`src/rtl/mem_bus_arbiter_if.sv`:
```
// Bus bundle between two masters, the arbiter and the shared memory slave.
// modport slave is the arbiter's view; modport master is the environment's view.
`timescale 1ns/1ps
interface mem_bus_arbiter_if;
  logic [31:2] m0_adr;
  logic [31:0] m0_dat;
  logic [3:0]  m0_sel;
  logic        m0_we;
  logic        m0_cyc;
  logic [31:0] m0_rdt;
  logic        m0_ack;

  logic [31:2] m1_adr;
  logic [31:0] m1_dat;
  logic [3:0]  m1_sel;
  logic        m1_we;
  logic        m1_cyc;
  logic [31:0] m1_rdt;
  logic        m1_ack;

  logic [31:2] s_adr;
  logic [31:0] s_dat;
  logic [3:0]  s_sel;
  logic        s_we;
  logic        s_cyc;
  logic [31:0] s_rdt;
  logic        s_ack;

  modport slave (
    input  m0_adr, m0_dat, m0_sel, m0_we, m0_cyc,
    input  m1_adr, m1_dat, m1_sel, m1_we, m1_cyc,
    input  s_rdt, s_ack,
    output m0_rdt, m0_ack, m1_rdt, m1_ack,
    output s_adr, s_dat, s_sel, s_we, s_cyc
  );

  modport master (
    output m0_adr, m0_dat, m0_sel, m0_we, m0_cyc,
    output m1_adr, m1_dat, m1_sel, m1_we, m1_cyc,
    output s_rdt, s_ack,
    input  m0_rdt, m0_ack, m1_rdt, m1_ack,
    input  s_adr, s_dat, s_sel, s_we, s_cyc
  );
endinterface

```
`src/rtl/mem_bus_arbiter.sv`:
```
// Two-master round-robin arbiter for a single memory slave with combinational bus muxing.
// Optional ack watchdog enabled by defining ARB_WATCHDOG_EN.
`timescale 1ns/1ps
module mem_bus_arbiter #(
  parameter int unsigned TIMEOUT_CYCLES = 255,
  parameter int unsigned M0_PRIORITY    = 1
) (
  input  logic               clk,
  input  logic               reset,
  mem_bus_arbiter_if.slave   bus,
  output logic [1:0]         grant,
  output logic               timeout_err
);

  // State encoding doubles as the grant vector and as the last-granted record.
  typedef enum logic [1:0] {
    IDLE  = 2'b00,
    BUSY0 = 2'b01,
    BUSY1 = 2'b10
  } state_t;

  localparam logic [1:0] LAST_NONE = 2'b00;

  state_t     state_q, state_d;
  logic [1:0] last_q, last_d;
  logic       busy;
  logic       sel1;
  logic       req_cyc;
  logic       wd_fire;

  if (TIMEOUT_CYCLES < 1 || TIMEOUT_CYCLES > 65535) begin : g_bad_timeout
    $error("mem_bus_arbiter: TIMEOUT_CYCLES out of range 1..65535");
  end

  assign busy    = (state_q != IDLE);
  assign sel1    = (state_q == BUSY1);
  assign req_cyc = sel1 ? bus.m1_cyc : bus.m0_cyc;

`ifdef ARB_WATCHDOG_EN
  logic [15:0] wd_cnt_q, wd_cnt_d;

  assign wd_fire = busy && (wd_cnt_q == 16'(TIMEOUT_CYCLES));

  // Held at zero while idle, so every new grant starts counting from zero.
  always_comb begin
    wd_cnt_d = wd_cnt_q;
    if (!busy) begin
      wd_cnt_d = '0;
    end else if (!bus.s_ack) begin
      wd_cnt_d = wd_cnt_q + 16'd1;
    end
  end

  always_ff @(posedge clk or posedge reset) begin
    if (reset) begin
      wd_cnt_q <= '0;
    end else begin
      wd_cnt_q <= wd_cnt_d;
    end
  end
`else
  assign wd_fire = 1'b0;
`endif

  assign timeout_err = wd_fire;
  assign grant       = state_q;

  always_ff @(posedge clk or posedge reset) begin
    if (reset) begin
      state_q <= IDLE;
      last_q  <= LAST_NONE;
    end else begin
      state_q <= state_d;
      last_q  <= last_d;
    end
  end

  always_comb begin
    state_d = state_q;
    last_d  = last_q;
    case (state_q)
      IDLE: begin
        if (bus.m0_cyc && bus.m1_cyc) begin
          if (last_q == BUSY0) begin
            state_d = BUSY1;
          end else if (last_q == BUSY1) begin
            state_d = BUSY0;
          end else begin
            state_d = (M0_PRIORITY != 0) ? BUSY0 : BUSY1;
          end
        end else if (bus.m0_cyc) begin
          state_d = BUSY0;
        end else if (bus.m1_cyc) begin
          state_d = BUSY1;
        end
      end
      BUSY0, BUSY1: begin
        // Completion, abort and watchdog expiry all end the tenure the same way.
        if (bus.s_ack || !req_cyc || wd_fire) begin
          state_d = IDLE;
          last_d  = state_q;
        end
      end
      default: begin
        state_d = IDLE;
      end
    endcase
  end

  assign bus.s_adr = !busy ? '0 : (sel1 ? bus.m1_adr : bus.m0_adr);
  assign bus.s_dat = !busy ? '0 : (sel1 ? bus.m1_dat : bus.m0_dat);
  assign bus.s_sel = !busy ? '0 : (sel1 ? bus.m1_sel : bus.m0_sel);
  assign bus.s_we  = busy && (sel1 ? bus.m1_we : bus.m0_we);
  assign bus.s_cyc = busy && req_cyc && !wd_fire;

  assign bus.m0_ack = (state_q == BUSY0) && (bus.s_ack || wd_fire);
  assign bus.m1_ack = (state_q == BUSY1) && (bus.s_ack || wd_fire);

  assign bus.m0_rdt = (state_q != BUSY0) ? 32'h0 : (wd_fire ? 32'hDEAD_BEEF : bus.s_rdt);
  assign bus.m1_rdt = (state_q != BUSY1) ? 32'h0 : (wd_fire ? 32'hDEAD_BEEF : bus.s_rdt);

endmodule

```
`src/flat_wrapper.sv`:
```
// flat-port wrapper written by rule: the top's interface ports become plain ports
module mem_bus_arbiter_flat 
#(
  parameter int unsigned TIMEOUT_CYCLES = 255,
  parameter int unsigned M0_PRIORITY    = 1
)
  (clk, reset, grant, timeout_err, bus_m0_adr, bus_m0_dat, bus_m0_sel, bus_m0_we, bus_m0_cyc, bus_m1_adr, bus_m1_dat, bus_m1_sel, bus_m1_we, bus_m1_cyc, bus_s_rdt, bus_s_ack, bus_m0_rdt, bus_m0_ack, bus_m1_rdt, bus_m1_ack, bus_s_adr, bus_s_dat, bus_s_sel, bus_s_we, bus_s_cyc);
  mem_bus_arbiter_if bus_i ();
  input  logic clk;
  input  logic reset;
  output logic [1:0] grant;
  output logic timeout_err;
  input wire logic [$bits(bus_i.m0_adr)-1:0] bus_m0_adr;
  input wire logic [$bits(bus_i.m0_dat)-1:0] bus_m0_dat;
  input wire logic [$bits(bus_i.m0_sel)-1:0] bus_m0_sel;
  input wire logic [$bits(bus_i.m0_we)-1:0] bus_m0_we;
  input wire logic [$bits(bus_i.m0_cyc)-1:0] bus_m0_cyc;
  input wire logic [$bits(bus_i.m1_adr)-1:0] bus_m1_adr;
  input wire logic [$bits(bus_i.m1_dat)-1:0] bus_m1_dat;
  input wire logic [$bits(bus_i.m1_sel)-1:0] bus_m1_sel;
  input wire logic [$bits(bus_i.m1_we)-1:0] bus_m1_we;
  input wire logic [$bits(bus_i.m1_cyc)-1:0] bus_m1_cyc;
  input wire logic [$bits(bus_i.s_rdt)-1:0] bus_s_rdt;
  input wire logic [$bits(bus_i.s_ack)-1:0] bus_s_ack;
  output wire logic [$bits(bus_i.m0_rdt)-1:0] bus_m0_rdt;
  output wire logic [$bits(bus_i.m0_ack)-1:0] bus_m0_ack;
  output wire logic [$bits(bus_i.m1_rdt)-1:0] bus_m1_rdt;
  output wire logic [$bits(bus_i.m1_ack)-1:0] bus_m1_ack;
  output wire logic [$bits(bus_i.s_adr)-1:0] bus_s_adr;
  output wire logic [$bits(bus_i.s_dat)-1:0] bus_s_dat;
  output wire logic [$bits(bus_i.s_sel)-1:0] bus_s_sel;
  output wire logic [$bits(bus_i.s_we)-1:0] bus_s_we;
  output wire logic [$bits(bus_i.s_cyc)-1:0] bus_s_cyc;
  assign bus_i.m0_adr = bus_m0_adr;
  assign bus_i.m0_dat = bus_m0_dat;
  assign bus_i.m0_sel = bus_m0_sel;
  assign bus_i.m0_we = bus_m0_we;
  assign bus_i.m0_cyc = bus_m0_cyc;
  assign bus_i.m1_adr = bus_m1_adr;
  assign bus_i.m1_dat = bus_m1_dat;
  assign bus_i.m1_sel = bus_m1_sel;
  assign bus_i.m1_we = bus_m1_we;
  assign bus_i.m1_cyc = bus_m1_cyc;
  assign bus_i.s_rdt = bus_s_rdt;
  assign bus_i.s_ack = bus_s_ack;
  assign bus_m0_rdt = bus_i.m0_rdt;
  assign bus_m0_ack = bus_i.m0_ack;
  assign bus_m1_rdt = bus_i.m1_rdt;
  assign bus_m1_ack = bus_i.m1_ack;
  assign bus_s_adr = bus_i.s_adr;
  assign bus_s_dat = bus_i.s_dat;
  assign bus_s_sel = bus_i.s_sel;
  assign bus_s_we = bus_i.s_we;
  assign bus_s_cyc = bus_i.s_cyc;
  mem_bus_arbiter #(.TIMEOUT_CYCLES(TIMEOUT_CYCLES), .M0_PRIORITY(M0_PRIORITY)) u_core (.clk(clk), .reset(reset), .bus(bus_i), .grant(grant), .timeout_err(timeout_err));
endmodule
```
`config.mk`:
```
export PLATFORM = sky130hd
export DESIGN_NAME = mem_bus_arbiter_flat
export DESIGN_NICKNAME = d
export VERILOG_FILES = /design/src/rtl/mem_bus_arbiter_if.sv /design/src/rtl/mem_bus_arbiter.sv /design/src/flat_wrapper.sv
export SDC_FILE = /design/constraint.sdc
export NUM_CORES = 1
export LEC_CHECK = 0
export BUFFER_PORTS_ARGS = -buffer_cell sky130_fd_sc_hd__buf_4
export CAP_MARGIN = 20
export CORE_AREA = 2 2 118 120
export CTS_BUF_LIST = sky130_fd_sc_hd__clkbuf_4
export DETAILED_ROUTE_END_ITERATION = 10
export DIE_AREA = 0 0 120 122
export SLEW_MARGIN = 20
export SYNTH_ARGS = -nofsm -noshare
export SYNTH_HDL_FRONTEND = slang
export SYNTH_SLANG_ARGS = --single-unit
```
`constraint.sdc`:
```
create_clock -name clk -period 5.01 [get_ports clk]
set_input_delay 0 -clock clk [delete_from_list [all_inputs] [get_ports clk]]
set_output_delay 0 -clock clk [all_outputs]
set_load 0.005 [all_outputs]
```
# Word level (Yosys, flattened, before mapping)
# Cells that the tools add are included.
# op_classes
n_eq_ne	7
n_mux	16
n_reduce_logical	12
# ops
operator	n
$mux W32	4
$mux W30	2
$mux W2	5
$mux W4	2
$logic_and A1 B1 Y1	5
$eq A2 B1 Y1 const B	2
$ne A2 B1 Y1 const B	2
$ne A4 B3 Y1 const B	1
$pmux W2 S2	1
$reduce_and A2 Y1	2
$eq A2 B2 Y1 const B	1
$logic_not A2 Y1	1
$mux W1	2
$ne A2 B2 Y1 const B	1
$reduce_bool A2 Y1	1
$reduce_or A2 Y1	1
$logic_not A1 Y1	1
$logic_or A1 B1 Y1	1
# totals
regBits	4
inputBits	171

# Longest topological paths before layout
# depth
depth_word	6
depth_mapped	7
mapped_depth_nobuf	5

# Worst setup path after synthesis
# Ideal clock, no wire load.
# synth_path
kind	reg2reg
startpoint	reg u_core.state_q[0], in the netlist u_core.grant[0]
endpoint	reg u_core.state_q[1], in the netlist u_core.grant[1]
setup_time_ps	125
arrival_ps	1570
path_slack_ps	3315
stages_incl_launch_ff	6
path_buffers	0
period_less_slack_ps	1695
path_cell_list	dfrtp_1 -> inv_1 -> ha_1 -> mux2i_1 -> a2bb2oi_2 -> mux2_4
# synth_between
elab_chain_len	6
# synth_lines
item	line	source
from (decl)	mem_bus_arbiter.sv:24	state_t state_q, state_d;
from (signal assigned)	mem_bus_arbiter.sv:73	state_q <= state_d;
$eq A2 B2 Y1	mem_bus_arbiter.sv:36, mem_bus_arbiter.sv:81	
$mux W1	mem_bus_arbiter.sv:37	assign req_cyc = sel1 ? bus.m1_cyc : bus.m0_cyc;
$logic_not A1 Y1	mem_bus_arbiter.sv:99	if (bus.s_ack || !req_cyc || wd_fire) begin
$logic_or A1 B1 Y1	mem_bus_arbiter.sv:99	
$ne A2 B1 Y1 (no line)	n/a	
$reduce_and A2 Y1 (no line)	n/a	
# Several ways; a longest one is shown, not always the timed one.
# A chain may end at the register's enable or synchronous reset.

# Final worst setup path
# layout_path
startpoint	reg u_core.state_q[0], in the netlist u_core.grant[0]
endpoint	out bus_s_adr[25]
# layout_between
elab_chain_len	3
# layout_lines
item	line	source
$eq A2 B2 Y1	mem_bus_arbiter.sv:36	assign sel1 = (state_q == BUSY1);
$mux W30	mem_bus_arbiter.sv:110	assign bus.s_adr = !busy ? '0 : (sel1 ? bus.m1_adr : bus.m0_adr);
$mux W30 *	mem_bus_arbiter.sv:110	
to (decl)	flat_wrapper.sv:29	output wire logic [$bits(bus_i.s_adr)-1:0] bus_s_adr;
# Mark *: on every way between the ends. The rest lies on a longest branch, timed or not.

==> out/qor.txt <==
Clock power share - 2.6%
Synth Area in Simple Gates - 40.06%
Worst-case reg-to-reg path depth - 5
Post-layout min period - 2.476 ns
Status - finished, final reports clean
Nets - 714
Port Buffers - 306
Clock Latency Late Sink - 0.23 ns
Vias/cell - 3.874
Count of cell types in the netlist - 18
Post-Syn Nets - 423
DRT met1 WL - 3094 µm
DR iter-0 viols - 49
Largest family of logic cells by synthesized area - multiplexers
Synth-to-layout area growth - 143.4%
Num CTS Buffers - 3
GRT Util Overall - 10.30%
Adder-Cell Fraction of Synth Area - 2.903%
Metal3 WL - 803 µm
Largest net degree at the start of global routing - 59
Max Freq - 0.4039 GHz
Synth Flop Type - dfrtp_1
Tot Pwr - 1.514 mW
HP Class - in2reg
Post-synth top area share - 40.06%
Max_cap viols - 0
Htree depth - 1
Post-route clock skew - 0.001020 ns
Hold Crit Endpoint - u_core.grant[0]$_DFFE_PP0P_
Mean Syn Cell Area - 6.952 µm²
DRC violations left - 0
Synthesis-stage register bit count - 4
Clock Tree Buf Depth - 2
CTS tree - done
Top post-synthesis cells by area - mux2i_1 (40%), and2_1 (24%), nor2_1 (15%), dfrtp_1 (5.8%), ha_1 (2.9%)
Startpoint Class - register
Pleak - 2.252 nW
DIE AREA - 0.01464 mm²
Synth Instances - 248
CTS resizes - 0
GPL Wtd Cong - 0.7724
Slew margin rel. - 39.15%
Ys Warns - 0
Crit-path max FO - 46
Post-CTS setup repair buffer count - 0
Switch Pwr - 645.9 µW
Top-Level Pins - 308
Worst VDD drop - 142.8 µV
Register share of total power - 3.9%
Setup crit end kind - output port
First-pass GRT wire length - 12300 µm
Hold path depth - 3
Gate power share - 93.5%
Clock sinks - 4
PD cells - 360.7 mW/mm²
Share of layout cells above drive strength 1 - 59.03%
Die Span Y - 122 µm
RSZ-0062 raised after global routing - false
Initial DRT Pass Iterations - 4
Setup_tns - 0 ns
Sw Share - 42.68%
Diodes inserted - 0
Compound-Gate Fraction of Synth Area - 1.597%
Rows - 43
Yosys top cell by area - mux2i_1
Hold Startpoint - bus_m0_cyc
Cell Area, Synth - 0.001724 mm²
Post-route ant nets - 0
Slew @ Worst Pin - 0.9128 ns
Mux share of post-synthesis cell area - 42.24%
Launch point of the critical path - u_core.grant[0]$_DFFE_PP0P_
Worst EP arrival - 2.48 ns
Vias in the first global route - 2607
Post-CTS Hold Buffers - 1
Post-synth ARST share - 100.0%
GRT overflow - 0
R2r startpoint - u_core.grant[0]$_DFFE_PP0P_
Initial antenna violation count - 0
Core footprint - 0.01350 mm²
Xor-xnor portion of the synthesized cell area - 0%
HPWL after detailed placement - 7491 µm
Clk slew on worst S/H paths - 0.03 ns
Worst reg2reg setup slack - 2.55 ns
Final hold viol count - 0
Initial Util - 12.77%
DR top layer - met4
Routed WL per cell - 12.32 µm
Met2 wire length - 4877 µm
Number of flops mapped to enable cells by yosys - 0
Slew Limit Fails - 0
Internal - 867.6 µW
Post-synthesis sequential area ratio - 5.806%
Via count - 2778
Reg-to-reg endpoint - u_core.grant[1]$_DFFE_PP0P_
Setup violators final - 0
CTS Root Cell - clkbuf_4
DIE WIDTH - 120 µm
CP required - 5.01 ns
Total Wirelength - 8835 µm
Final period util - 49.41%
Setup CP Type - reg2out
Top cells by count, synth - mux2i_1 (69), nor2_1 (69), and2_1 (66)
## layer usage
| layer | vias to the layer above | GRT usage, % |
|---|---|---|
| met5 | - | 0 |
| met3 | 6 | 1.732 |
| met4 | 0 | 2.132 |
| met1 | 1225 | 10.56 |
| met2 | 168 | 21.45 |
| li1 | 1379 | - |
## registers in the layout (all words and copies together) (netlist names)
register	cells
u_core.grant	2
u_core.last_q	2
## kinds of logic after synthesis
kind of cell    Yosys count
simple gates            138
mux                      72
fa+ha+maj                 4
flops                     4
other cells               1
compound gates            3
buf+inv                  26
## per-stage QoR
step	cell area [µm²]	worst slack, ns	hold WS (ns)	cells	util (%)
5_1_grt	4197	2.305	0.1035	717	31.08
4_1_cts	4197	2.501	0.08712	717	31.08
6_report	4197	2.534	0.08910	717	31.08
3_3_place_gp	4164	2.677	-0.1028	713	30.83
3_5_place_dp	4164	2.511	-0.09933	713	30.83
2_1_floorplan	1724	3.315	-0.2339	248	-
## area by class of cell
| type | instances | area [µm²] |
|---|---|---|
| fill | 1472 | 9308 |
| timing repair buffer | 309 | 2322 |
| multi-input combinational | 218 | 1515 |
| tap | 180 | 225.2 |
| sequential | 4 | 100.1 |
| clock buffer | 3 | 22.52 |
| inverter | 3 | 11.26 |
## power groups by stage
stage	registers (mW)	logic, mW	clock network (mW)
after global routing	0.0610	1.55	0.0424
after global placement	0.0582	1.42	0
after detailed placement	0.0591	1.44	0
after CTS	0.0587	1.44	0.0414
final	0.0587	1.42	0.0390
after floorplan	0.0560	0.707	0
## worst max-delay path: stages (launching register included)
cell	delay, ns
dfrtp_1	0.40
inv_1	0.18
ha_4	0.42
buf_4	0.67
mux2i_1	0.31
nor2_1	0.07
buf_4	0.14
## how the worst max path moves through the flow
stage                                              to  slack, ns
after floorplan           u_core.grant[1]$_DFFE_PP0P_       3.31
after global placement    u_core.grant[1]$_DFFE_PP0P_       2.68
after detailed placement  u_core.grant[1]$_DFFE_PP0P_       2.51
after CTS                               bus_s_adr[25]       2.50
after global routing      u_core.grant[1]$_DFFE_PP0P_       2.31
final                                   bus_s_adr[25]       2.53
## cells in the final DEF (no fill, tap or decap)
cell type and instances:
buf_4 308, ha_4 1, dlygate4sd3_1 1, nand3_1 1, and2_1 66, ha_1 2
inv_1 3, a21boi_0 1, mux2i_1 69, o21ai_1 1, conb_1 1, mux2_4 1
nor2_1 69, mux2_2 2, dfrtp_1 4, nand2b_1 1, clkbuf_4 3, ha_2 1
a2bb2oi_2 1, nand3b_1 1
(Power assumes the default switching activity.)
